## config.mk

```make
export PLATFORM = sky130hd
export DESIGN_NAME = mac_div
export DESIGN_NICKNAME = d
export VERILOG_FILES = /design/src/rtl/mac_div.sv
export SDC_FILE = /design/constraint.sdc
export NUM_CORES = 1
export LEC_CHECK = 0
export CAP_MARGIN = 30
export CORE_MARGIN = 3
export CORE_UTILIZATION = 38
export CTS_BUF_LIST = sky130_fd_sc_hd__clkbuf_4 sky130_fd_sc_hd__clkbuf_8
export DETAILED_ROUTE_END_ITERATION = 16
export GPL_TIMING_DRIVEN = 0
export SKIP_LAST_GASP = 1
export SLEW_MARGIN = 10
export SYNTH_ARGS = -nofsm -noshare
export SYNTH_HDL_FRONTEND = slang
export SYNTH_SLANG_ARGS = --single-unit
```

## constraint.sdc

```tcl
create_clock -name clk -period 3.9 [get_ports clk]
set_clock_uncertainty 0.05 [all_clocks]
set_input_delay 0.39 -clock clk [delete_from_list [all_inputs] [get_ports clk]]
set_output_delay 0.39 -clock clk [all_outputs]
set_load 0.01 [all_outputs]
```

## src/rtl/mac_div.sv

```systemverilog
// Sequential signed divider for MAC results: 2*LEN-bit dividend by LEN-bit divisor,
// restoring shift-subtract on magnitudes, then sign fix-up with saturation.
module mac_div #(
  parameter int unsigned LEN = 9
) (
  input  logic                clk,
  input  logic                reset,
  input  logic                in_valid,
  output logic                in_ready,
  input  logic [2*LEN-1:0]    dividend,
  input  logic [LEN-1:0]      divisor,
  output logic                out_valid,
  input  logic                out_ready,
  output logic [LEN-1:0]      quot,
  output logic [LEN-1:0]      rem,
  output logic                overflow,
  output logic                div_by_zero
);

  localparam int unsigned DW = 2 * LEN;
  localparam int unsigned MW = DW + 1;
  localparam int unsigned CW = $clog2(DW + 1);

  localparam logic [LEN-1:0] QMAX    = {1'b0, {(LEN-1){1'b1}}};
  localparam logic [LEN-1:0] QMIN    = {1'b1, {(LEN-1){1'b0}}};
  localparam logic [MW-1:0]  POS_LIM = MW'(QMAX);
  localparam logic [MW-1:0]  NEG_LIM = MW'(QMIN);

  typedef enum logic [1:0] {IDLE, CALC, FIX, DONE} state_t;

  state_t          r_state;
  state_t          w_next;

  logic [MW-1:0]   r_dvd;
  logic [LEN:0]    r_dsr;
  logic [LEN-1:0]  r_prem;
  logic [CW-1:0]   r_cnt;
  logic            r_dvd_neg;
  logic            r_q_neg;
  logic            r_dbz;

  logic            r_in_ready;
  logic            r_out_valid;
  logic [LEN-1:0]  r_quot;
  logic [LEN-1:0]  r_rem;
  logic            r_ovf;
  logic            r_dbz_o;

  logic [MW-1:0]   w_dvd_ext;
  logic [MW-1:0]   w_dvd_mag;
  logic [LEN:0]    w_dsr_ext;
  logic [LEN:0]    w_dsr_mag;
  logic [LEN:0]    w_shift;
  logic            w_ge;
  logic [LEN-1:0]  w_diff;
  logic [LEN-1:0]  w_q_negv;
  logic [LEN-1:0]  w_rem_negv;
  logic [LEN-1:0]  w_quot_fix;
  logic [LEN-1:0]  w_rem_fix;
  logic            w_ovf_fix;

  // Magnitudes are one bit wider than the operands so the most negative value does not wrap
  assign w_dvd_ext = {dividend[DW-1], dividend};
  assign w_dvd_mag = dividend[DW-1] ? (~w_dvd_ext + MW'(1)) : w_dvd_ext;
  assign w_dsr_ext = {divisor[LEN-1], divisor};
  assign w_dsr_mag = divisor[LEN-1] ? (~w_dsr_ext + (LEN+1)'(1)) : w_dsr_ext;

  // One restoring step: shift next dividend bit into partial remainder, trial subtract
  assign w_shift = {r_prem, r_dvd[DW-1]};
  assign w_ge    = (w_shift >= r_dsr);
  assign w_diff  = LEN'(w_shift - r_dsr);

  assign w_q_negv   = ~r_dvd[LEN-1:0] + LEN'(1);
  assign w_rem_negv = ~r_prem + LEN'(1);

  // Sign correction and saturation of the finished magnitudes
  always_comb begin
    w_quot_fix = r_dvd[LEN-1:0];
    w_rem_fix  = r_dvd_neg ? w_rem_negv : r_prem;
    w_ovf_fix  = 1'b0;
    if (r_dbz) begin
      w_quot_fix = r_dvd_neg ? QMIN : QMAX;
      w_rem_fix  = '0;
      w_ovf_fix  = 1'b1;
    end else if (!r_q_neg) begin
      if (r_dvd > POS_LIM) begin
        w_quot_fix = QMAX;
        w_rem_fix  = '0;
        w_ovf_fix  = 1'b1;
      end
    end else begin
      if (r_dvd > NEG_LIM) begin
        w_quot_fix = QMIN;
        w_rem_fix  = '0;
        w_ovf_fix  = 1'b1;
      end else begin
        w_quot_fix = w_q_negv;
      end
    end
  end

  always_ff @(posedge clk) begin
    if (reset) r_state <= IDLE;
    else       r_state <= w_next;
  end

  always_comb begin
    w_next = r_state;
    case (r_state)
      IDLE: if (in_valid && r_in_ready) w_next = (divisor == '0) ? FIX : CALC;
      CALC: if (r_cnt == CW'(DW - 1)) w_next = FIX;
      FIX:  w_next = DONE;
      DONE: if (r_out_valid && out_ready) w_next = IDLE;
      default: w_next = IDLE;
    endcase
  end

  // Datapath and registered outputs; out_valid rises one cycle after entering DONE
  always_ff @(posedge clk) begin
    if (reset) begin
      r_dvd       <= '0;
      r_dsr       <= '0;
      r_prem      <= '0;
      r_cnt       <= '0;
      r_dvd_neg   <= 1'b0;
      r_q_neg     <= 1'b0;
      r_dbz       <= 1'b0;
      r_in_ready  <= 1'b1;
      r_out_valid <= 1'b0;
      r_quot      <= '0;
      r_rem       <= '0;
      r_ovf       <= 1'b0;
      r_dbz_o     <= 1'b0;
    end else begin
      r_in_ready  <= (w_next == IDLE);
      r_out_valid <= (r_state == DONE) && (w_next == DONE);
      case (r_state)
        IDLE: begin
          if (in_valid && r_in_ready) begin
            r_dvd     <= w_dvd_mag;
            r_dsr     <= w_dsr_mag;
            r_prem    <= '0;
            r_cnt     <= '0;
            r_dvd_neg <= dividend[DW-1];
            r_q_neg   <= dividend[DW-1] ^ divisor[LEN-1];
            r_dbz     <= (divisor == '0);
          end
        end
        CALC: begin
          r_dvd  <= {1'b0, r_dvd[DW-2:0], w_ge};
          r_prem <= w_ge ? w_diff : w_shift[LEN-1:0];
          r_cnt  <= r_cnt + CW'(1);
        end
        FIX: begin
          r_quot  <= w_quot_fix;
          r_rem   <= w_rem_fix;
          r_ovf   <= w_ovf_fix;
          r_dbz_o <= r_dbz;
        end
        default: ;
      endcase
    end
  end

  assign in_ready    = r_in_ready;
  assign out_valid   = r_out_valid;
  assign quot        = r_quot;
  assign rem         = r_rem;
  assign overflow    = r_ovf;
  assign div_by_zero = r_dbz_o;

endmodule

```

==> Word-level counts from Yosys, hierarchy flattened <==
Cells that the tools add are included.
W data, S select, Z words.
{ "word_totals": {"in_bits": 31, "word_cells": 71, "regBits": 70} }
{ "classes": {"bitwise": 5, "n_lt_le_gt_ge": 3, "n_eq_ne": 6, "mux": 28, "reduce_logical": 9, "add_sub_neg": 6} }
{ "op_table": {"columns": ["op", "n"], "rows": [
  ["$mux W9", 12],
  ["$mux W19", 2],
  ["$pmux W19 S2", 1],
  ["$add A19 B1 Y19 const B", 1],
  ["$gt A19 B8 Y1 const B", 1],
  ["$gt A19 B9 Y1 const B", 1],
  ["$not A19 Y19", 1],
  ["$add A9 B1 Y9 const B", 2],
  ["$not A9 Y9", 2],
  ["$pmux W9 S2", 1],
  ["$add A10 B1 Y10 const B", 1],
  ["$ge A10 B10 Y1", 1],
  ["$mux W10", 1],
  ["$not A10 Y10", 1],
  ["$pmux W5 S2", 1],
  ["$logic_not A9 Y1", 1],
  ["$sub A9 B9 Y9", 1],
  ["$mux W2", 4],
  ["$pmux W2 S4", 1],
  ["$eq A2 B2 Y1 const B", 3],
  ["$add A5 B1 Y5 const B", 1],
  ["$eq A5 B5 Y1 const B", 1],
  ["$mux W5", 1],
  ["$logic_not A2 Y1", 2],
  ["7 further kinds", 13]
]} }

==> Depth between registers and ports, before layout <==
{ "depth": {"word_depth": 6, "depth_mapped": 11, "ltp_nobuf": 10} }

==> Worst setup path before layout <==
OpenSTA, ideal clock, no wires.
{ "synth_path": {"path_type": "register to register", "from": "reg r_dvd[17]", "to": "reg r_dvd[0]", "path_buffers": 1, "path_stages_with_launch": 12, "setup_slack_ns": 1.620, "t_arrival_ns": 2.103, "setup_time_ns": 0.128, "path_cell_list": "dfxtp_1 -> inv_1 -> ha_1 -> inv_1 -> fa_1 -> nand3_1 -> a31oi_1 -> o41ai_4 -> buf_4 -> nor2_1 -> a221oi_1 -> nor2_1"} }
{ "synth_between": {"elab_chain_cells": 2} }
{ "synth_rtl": {"columns": ["item", "line_no", "text"], "rows": [
  ["start, declared", "34", "logic [MW-1:0] r_dvd;"],
  ["start signal, assigned", "140", "r_dvd <= w_dvd_mag;"],
  ["start signal, assigned", "150", "r_dvd <= {1'b0, r_dvd[DW-2:0], w_ge};"],
  ["$ge A10 B10 Y1", "70", "assign w_ge = (w_shift >= r_dsr);"],
  ["$pmux W19 S2", "137", "case (r_state)"]
]} }
Every way passes these cells.
A chain may end at the register's enable or synchronous reset.

==> Final worst setup path <==
Same ends and word-level chain as after synthesis.

==> results.json <==
{
  "coreArea_um2": 10460,
  "cts_tree": "built",
  "cts_root_buf": "clkbuf_8",
  "clock_latency_ns": 0.34,
  "path_max_fanout": 10,
  "drc_errors": 0,
  "pre_cts_ws_ns": 1.302,
  "num_rows": 37,
  "end_kind": "flop",
  "synth-main-ff-cell": "dfxtp_1",
  "die_y_um": 110.3,
  "ys_async_sr_fraction_pct": 0,
  "cpLargestDelayFamily": "compound AO/OA/AOI/OAI gates",
  "maxSlewViolCount": 0,
  "synth_cell_type_count": 63,
  "grt-ovfl-total": 0,
  "grt_max_degree": 12,
  "hold_viol": 0,
  "maxCapViolations": 0,
  "yosysWarnings": 0,
  "worst_path_max_delay_cell": "o41ai_4",
  "drive_gt1_share_pct": 8.247,
  "grt_pass1_wl_mm": 17.86,
  "n_antenna_cell": 0,
  "final_nets": 627,
  "cp_slowest_stage_delay_ns": 0.44,
  "dr.pass1.iters": 4,
  "portBuffers": 50,
  "holdBufCountCts": 0,
  "maxSlewHeadroom_pct": 53.02,
  "grt_usage_pct": 18.78,
  "antenna_found_initial": 0,
  "dp_hpwl_mm": 8.213,
  "initial_core_util_pct": 39.51,
  "ir_drop_mv": 0.1692,
  "synth_cells": 517,
  "die_area_um2": 12170,
  "finalCritPeriodShare_pct": 67.29,
  "critPathLaunchType": "flop",
  "yosysSeqAreaShare_pct": 33.90,
  "via_per_inst": 5.422,
  "outcome": "complete, no violations",
  "fin_crit_ns": 2.624,
  "fin_hold_ws_ns": 0.4040,
  "post_cts_buffers": 0,
  "drtAntennaViolNets": 0,
  "setup_viol": 0,
  "cp.arrival_ns": 2.80,
  "leakagePower_nw": 1.784,
  "critical_path_class": "flop to flop",
  "fp.dieW_um": 110.3,
  "routed_wl_mm": 10.72,
  "layout.cells.non_filler": 718,
  "path_clk_slew_ns": 0.07,
  "syn_nets": 566,
  "required_ns": 4.07,
  "place_inst": 703,
  "h-tree-depth": 3,
  "cts_buffer_depth": 2,
  "synth.avg_cell_area_um2": 7.996,
  "synth_edf_count": 0,
  "grt_pass1_vias": 3593,
  "rsz0062_at_grt": "false",
  "vias": 3893,
  "crit_path_cell_trace": "inv_1, ha_1, inv_1, fa_1, nand3_1, a31oi_1, o41ai_4, buf_4, nor2_1, a221oi_1, nor2_1",
  "post_cts_resized": 0,
  "cp_num_buf_inv": 3,
  "p_per_area_nw_per_um2": 421.7,
  "cts_made_buffers": 9,
  "setup_slack_ns": 1.276,
  "fin_setup_tns_ns": 0,
  "gp_congestion": 0.8377,
  "hold_class": "flop to flop",
  "numClockSinks": 70,
  "r2r_slack_ns": 1.28,
  "post_drt_wl_per_cell_um": 14.92,
  "ios": 53,
  "synth-seq-cells": 70,
  "netlist_area_um2": 4134,
  "fmax_ghz": 0.3810,
  "worst_pin_slew_ns": 0.6973,
  "drt-initial-drc-count": 267,
  "syn2layout_area_growth_pct": 20.43
}
## where the power goes
group	leakage, nW	internal, mW	switching, mW	total (mW)
registers	0.569	0.762	0.0605	0.823
logic	1.12	0.322	0.428	0.750
clock network	0.0910	0.259	0.268	0.527
## through the flow
stage | area [um^2] | total power, mW | utilization, %
finish | 4979 | 2.099 | 47.58
global route | 4979 | 2.245 | 47.58
CTS | 4979 | 2.106 | 47.58
detailed placement | 4805 | 1.580 | 45.92
global placement | 4805 | 1.569 | 45.92
floorplan | 4134 | 1.387 | -
## path summary, 6_finish.rpt
check	from	end	cells after the start
setup / recovery	r_dvd[17]$_SDFFE_PP0P_	r_dvd[0]$_SDFFE_PP0P_	11
hold / removal	div_by_zero$_SDFFE_PP0N_	div_by_zero$_SDFFE_PP0N_	2
setup reg to reg	r_dvd[17]$_SDFFE_PP0P_	r_dvd[0]$_SDFFE_PP0P_	11
hold reg to reg	div_by_zero$_SDFFE_PP0N_	div_by_zero$_SDFFE_PP0N_	2
## cell usage after synthesis, drive strengths merged (9+ instances only)
cell type	number	share of area (%)
a21oi	38	5.1
clkbuf	22	2.0
nor2	60	5.5
o22ai	11	1.7
nand2	50	4.7
nand3	12	1.5
xnor2	16	3.4
a31oi	9	1.4
ha	17	5.1
nor3	22	2.9
o21ai	29	4.1
dfxtp	70	34
a211oi	12	2.2
xor2	16	3.4
inv	25	2.3
a22oi	12	2.2
## state kept, by name (all words and copies together) (netlist names)
| name | cells |
|---|---|
| in_ready | 1 |
| div_by_zero | 1 |
| rem | 9 |
| r_q_neg | 1 |
| r_prem | 9 |
| out_valid | 1 |
| r_dvd | 19 |
| overflow | 1 |
| r_dsr | 10 |
| r_dbz | 1 |
| quot | 9 |
| r_dvd_neg | 1 |
| r_state | 2 |
| r_cnt | 5 |
## cells in the final DEF, fill, tap and decap left out, types with 3 or more instances in the layout
master           synthesis  layout
xnor2_1                 16      16
a21oi_1                 35      35
o21ai_2                  7       7
a21o_1                   4       4
o21ai_0                 22      22
a31oi_1                  9       9
inv_1                   25      25
nor2b_1                  4       4
clkinv_2                 0       3
nor4_1                   7       7
a211oi_1                12      12
a221oi_1                 4       4
nor3_1                  20      20
a21boi_0                 3       3
a22oi_1                 12      12
xor2_1                  16      16
o21a_1                   4       4
nand2b_1                 5       5
ha_1                    17      17
o31ai_1                  7       7
mux2i_1                  6       6
nand4_1                  6       6
nand2_1                 49      49
clkbuf_1                22      22
clkdlybuf4s50_1          0      50
nand3b_1                 3       3
o22ai_1                 11      11
nor2_1                  59      59
buf_2                    5       5
nand3_1                 12      12
dfxtp_1                 70      70
or3_4                    3       3
clkbuf_8                 0      11
## tightest hold or removal path: cells and delay by family, from the launching register on
family,cells,cell delay [ns]
AND/OR/NAND/NOR,1,0.05
AO/OA/AOI/OAI,1,0.05
flip-flops,1,0.31
## cells by family (layout without fill, tap and decap cells)
group | count (synthesis) | after routing | synth area share, %
muxes | 6 | 6 | 1.453
adders and majority gates | 18 | 18 | 5.629
and+or+nand+nor | 186 | 186 | 22.00
AOI/OAI and AO/OA | 151 | 151 | 25.09
buffers and inverters | 54 | 119 | 5.145
xor gates and xnor gates | 32 | 32 | 6.779
DFF | 70 | 70 | 33.90
## per-layer routing
metal	track usage, %	vias up	part of all wire (%)	wire, um
met1	25.96	1823	49	5269
met4	3.958	0	0.61	65
met2	30.03	83	46	4913
li1	-	1981	-	-
met5	0	-	0	0
met3	4.310	6	4.3	465
## area by class of cell
class | count | area, um^2
Timing Repair Buffer | 50 | 500.5
Buffer | 29 | 118.9
Sequential cell | 70 | 1401
Clock buffer | 11 | 151.4
Tap cell | 136 | 170.2
Fill cell | 1106 | 5484
Inverter | 25 | 93.84
Clock inverter | 4 | 22.52
Multi-Input combinational cell | 393 | 2520
Note: power is estimated with default switching activity, not from simulation.
==> variant 1: new RTL, config.mk and constraints unchanged <==
The parameter `LEN` goes from 9 to 10.
--- a/src/rtl/mac_div.sv
+++ b/src/rtl/mac_div.sv
@@ -3,3 +3,3 @@
 module mac_div #(
-  parameter int unsigned LEN = 9
+  parameter int unsigned LEN = 10
 ) (
Interface: changed (resized dividend, divisor, quot and rem); port bits go from 53 to 58. No check against the original RTL was run, so the function may have changed too.
==> variant 1 against the unedited design <==
Wire length up 18%. Register-to-register slack better by 0.32 ns. Power is 28% higher. Critical endpoint is now r_dvd[5]$_SDFFE_PP0P_. Via count increased by 14%. Sequential cell count is 6 higher. Setup slack better by 0.23 ns. Synthesized area is 12% higher. Cell area is 13% higher.
==> variant 1: results (changes against the unedited design) <==
* Iteration-0 DRC Markers at 403 (+51%)
* Highest routed layer: met4
* Top cell family by delay on the critical path: buffers and inverters
* Share of layout cells above drive strength 1 at 0.0737 (-0.00874)
* Pre-CTS WS at 1.10 ns (-0.197 ns)
* Syn_nets at 630 (+11%)
* Crit path largest cell delay at 0.55 ns (+0.11 ns)
* Postcts setup bufs at 0 (unchanged)
* Synth cell count leaders: dfxtp_1, nand2_1, nor2_1
* Routed WL per cell at 15.9 µm (+6.9%)
* Peak VDD IR at 210 µV (+24%)
* Gr usage total at 0.196 (+0.00847)
* Cell area after placement at 0.00537 mm² (+12%)
* Post-DR vias/cell at 5.58 (+2.8%)
* Worst-Skew Late Latency at 0.36 ns (+0.02 ns)
* Status: complete, no violations
* Cell leakage power at 0.00203 µW (+14%)
* Filler instances at 1141 (+3.2%)
* Worst Hold Class: register to register
* DRT met1 WL at 6.37 mm (+21%)
* Detailed placer's ending HPWL at 9.73 mm (+18%)
* Top Registers: r_dvd: 21 flops, r_dsr: 11 flops
* Tightest Pin Transition at 0.721 ns (+0.0233 ns)
* CP max FO at 10 (unchanged)
* Vias in the first global route at 4090 (+14%)
* Nets at 698 (+11%)
* Post-CTS resize count at 0 (unchanged)
* WL met2 at 5.55 mm (+13%)
* EDFF count, synth at 0 (unchanged)
* Antenna violations before repair at 0 (unchanged)
* Htree depth at 3 (unchanged)
* Crit path arrival time at 2.57 ns (-0.23 ns)
* Main synth FF type: dfxtp_1
* Global-route wire length before repair at 21.0 mm (+18%)
* YS warnings at 0 (unchanged)
* DRT Pass-1 Iters at 5 (+1)
* Num CTS Buffers at 9 (unchanged)
* Quantity of I/O buffers inserted on ports at 57 (+14%)
* Placer Congestion at 0.887 (+5.9%)
* Seq/Total Area, Yosys at 0.330 (-0.00935)
* Slowest cell on crit path: clkdlybuf4s50_1
* Largest net degree at the start of global routing at 13 (+1)
* Most area-consuming cells after synthesis: dfxtp_1, nand2_1, nor2_1, ha_1, xor2_1
* Met3 wire len at 629 µm (+35%)
* Distinct cell type count after synthesis at 61 (-3.2%)
* Switching power at 958 µW (+27%)
* Clk root buf: clkbuf_8
variant 1: changes by cell type after synthesis, sizes merged, moves of 9 or more:
cell | unedited run | this run
nand2 | 50 | 69
o21ai | 29 | 45
o22ai | 11 | 0
a222oi | 0 | 9
variant 1: path summary, 6_finish.rpt:
check,start,to,slack [ns],cells past startpoint
min,rem[9]$_SDFFE_PP0N_,rem[9]$_SDFFE_PP0N_,0.41,2
max,reset,r_dvd[5]$_SDFFE_PP0P_,1.50,5
min reg2reg,rem[9]$_SDFFE_PP0N_,rem[9]$_SDFFE_PP0N_,0.41,2
max reg2reg,r_prem[7]$_SDFFE_PP0P_,r_dvd[0]$_SDFFE_PP0P_,1.60,8
variant 1: routing by layer:
layer / GRT usage / vias to the layer above
li1: - / 2230
met1: 0.287 / 2058
met2: 0.301 / 129
met3: 0.0383 / 10
met4: 0.0418 / 0
met5: 0 / -
variant 1: kinds of logic (layout without fill, tap and decap cells):
group | after synthesis | after routing | synth area share
AOI/OAI and AO/OA | 155 | 155 | 0.233
xor gates and xnor gates | 39 | 39 | 0.0740
adders and majority gates | 18 | 18 | 0.0504
buffers and inverters | 54 | 127 | 0.0483
DFF | 76 | 76 | 0.330
muxes | 9 | 9 | 0.0195
and+or+nand+nor | 227 | 227 | 0.245
variant 1: power groups by stage:
stage | Sequential [µW] | Clock, µW | Combinational (µW)
3_3_place_gp | 942 | 0 | 980
6_report | 928 | 756 | 997
4_1_cts | 925 | 771 | 993
2_1_floorplan | 911 | 0 | 762
3_5_place_dp | 943 | 0 | 992
5_1_grt | 938 | 803 | 1120
variant 1: stage by stage:
stage               instances  utilization  power, µW
CTS                       794        0.482       2690
detailed placement        778        0.460       1930
floorplan                 578            -       1670
global route              794        0.482       2860
finish                    794        0.482       2680
global placement          778        0.460       1920
variant 1: layout make-up:
type | instances | area (µm²) | share of cell area
Buffer | 30 | 133 | 0.0236
Clock buffer | 12 | 159 | 0.0283
Clock inverter | 4 | 95.1 | 0.0169
Inverter | 24 | 90.1 | 0.0160
Multi-Input combinational cell | 448 | 2870 | 0.511
Sequential cell | 76 | 1520 | 0.271
Tap cell | 143 | 179 | 0.0318
Timing Repair Buffer | 57 | 571 | 0.102
variant 1: tightest hold or removal path, delay by kind of cell (launching register included):
kind,cells,cell delay (ns)
compound gates,1,0.05
flops,1,0.31
simple gates,1,0.05
==> variant 2: new RTL, config.mk and constraints unchanged <==
Without the edit above. Make the reset (`reset`) asynchronous in 2 clocked blocks.
--- a/src/rtl/mac_div.sv
+++ b/src/rtl/mac_div.sv
@@ -101,3 +101,3 @@
 
-  always_ff @(posedge clk) begin
+  always_ff @(posedge clk or posedge reset) begin
     if (reset) r_state <= IDLE;
@@ -118,3 +118,3 @@
   // Datapath and registered outputs; out_valid rises one cycle after entering DONE
-  always_ff @(posedge clk) begin
+  always_ff @(posedge clk or posedge reset) begin
     if (reset) begin
Function: differs if reset is asserted again (counterexample within 4 cycles, from zero or initial values and one cycle with reset high); with reset held inactive, the same outputs for 10 cycles.
==> variant 2 against the unedited design <==
Wire length about the same. Count of clock-buffer cells in the layout up 1. Largest cell class unchanged. Setup slack better by 0.26 ns. Sequential cell count unchanged. Critical path depth down 4. Cell area up 5.3%. Synthesized area up 5.0%.
Power is not compared: it rests on default switching activity, and its combinational part moved more than twofold at a synthesized area within 25%.
==> variant 2: results (changes against the unedited design) <==
* Gr usage total at 0.176 (-0.0114)
* Share of layout cells above drive strength 1 at 0.0672 (-0.0153)
* Most area-consuming cells after synthesis: dfrtp_1, xor2_1, o21ai_0, ha_1, nand2_1
* Distinct cell type count after synthesis at 64 (+1.6%)
* Global-route wire length before repair at 18.4 mm (+3.1%)
* Final cell count without fillers at 691 (-3.8%)
* DRT Pass-1 Iters at 4 (unchanged)
* Synth Area in Adders at 0.0536 (-0.00266)
* Max Buffers Root-to-Sink at 2 (unchanged)
* Detailed placer's ending HPWL at 8.27 mm (+0.72%)
* Routed WL per cell at 15.5 µm (+3.8%)
* Clk pin slew, worst setup/hold paths at 0.07 ns (about the same)
* Tightest Pin Transition at 0.650 ns (-0.0472 ns)
* Top cell family by delay on the critical path: simple AND/OR/NAND/NOR gates
* Pint at 2310 µW
* Iteration-0 DRC Markers at 214 (-20%)
* Seq/Total Area, Yosys at 0.404 (+0.0650)
* Reg2Reg Depth at 7 (-4)
* Num CTS Buffers at 9 (unchanged)
* Flop-to-flop setup slack at 1.53 ns (+0.26 ns)
* Pre-CTS WS at 1.43 ns (+0.126 ns)
* Nets at 595 (-5.1%)
* Post-DR vias/cell at 5.42 (about the same)
* Vias in the first global route at 3694 (+2.8%)
* Syn_nets at 531 (-6.2%)
* Critical Path End: overflow$_DFFE_PP0N_
* Worst Hold Class: primary input to asynchronous set/reset pin
* CP max FO at 10 (unchanged)
* Cell leakage power at 0.00220 µW
* Total negative slack at 0 ns (unchanged)
* Peak VDD IR at 354 µV
* Slowest cell on crit path: dfrtp_1
* Compound-cell area share of the yosys netlist at 0.219 (-0.0320)
* YS warnings at 0 (unchanged)
* Cell area after placement at 0.00506 mm² (+5.4%)
* Synth cell count leaders: dfrtp_1, nand2_1, o21ai_0
* Status: complete, no violations
* Htree depth at 3 (unchanged)
* Cells after DPL at 675 (-4.0%)
* Avg Inst Size Synth at 9.00 µm² (+13%)
* Top Registers: r_dvd: 19 flops, r_dsr: 10 flops
* Crit path largest cell delay at 0.47 ns (+0.03 ns)
* FMAX at 423 MHz (+11%)
* XOR/XNOR Fraction of Synth Area at 0.0767 (+0.00890)
* Largest net degree at the start of global routing at 58 (+46)
* Antenna violations before repair at 0 (unchanged)
* Crit path arrival time at 2.56 ns (-0.24 ns)
* CP startpoint: r_dvd[0]$_DFFE_PP0P_
* Quantity of I/O buffers inserted on ports at 52 (+4.0%)
* Clock share of power at 0.128
* Endpoints failing setup at 0 (unchanged)
* Async set-reset flop share out of synthesis at 1.00 (+1.00)
* # diodes at 0 (unchanged)
* Worst-Skew Late Latency at 0.35 ns
* Placer Congestion at 0.812 (-3.1%)
* Multiplexer share of the synthesized area at 0.0260 (+0.0114)
-- variant 2: per-layer routing --
metal / GRT usage / up-vias / routed length [µm]
li1: - / 1862 / -
met4: 0.0425 / 0 / 129
met1: 0.245 / 1777 / 5080
met5: 0 / - / 0
met3: 0.0369 / 13 / 511
met2: 0.284 / 91 / 4990
-- variant 2: layout make-up --
cell class | instances | area [µm²]
timing repair buffer | 53 | 548
clock inverter | 4 | 22.5
inverter | 27 | 104
buffer | 31 | 119
tap | 140 | 175
clock buffer | 12 | 153
multi-input combinational | 354 | 2370
sequential | 70 | 1750
fill | 1095 | 5740
-- variant 2: kinds of logic after synthesis --
logic type	Yosys count
AO/OA/AOI/OAI	144
adder cells (fa/ha/maj)	18
AND/OR/NAND/NOR	143
multiplexers	11
buffers and inverters	58
flip-flops	70
XOR/XNOR	38
-- variant 2: metrics by stage --
stage	hold WS [ns]	power, µW
after floorplan	0.398	2900
after global placement	0.411	3570
after detailed placement	0.423	3640
after CTS	0.249	4180
after global routing	0.251	4550
final	0.256	4150
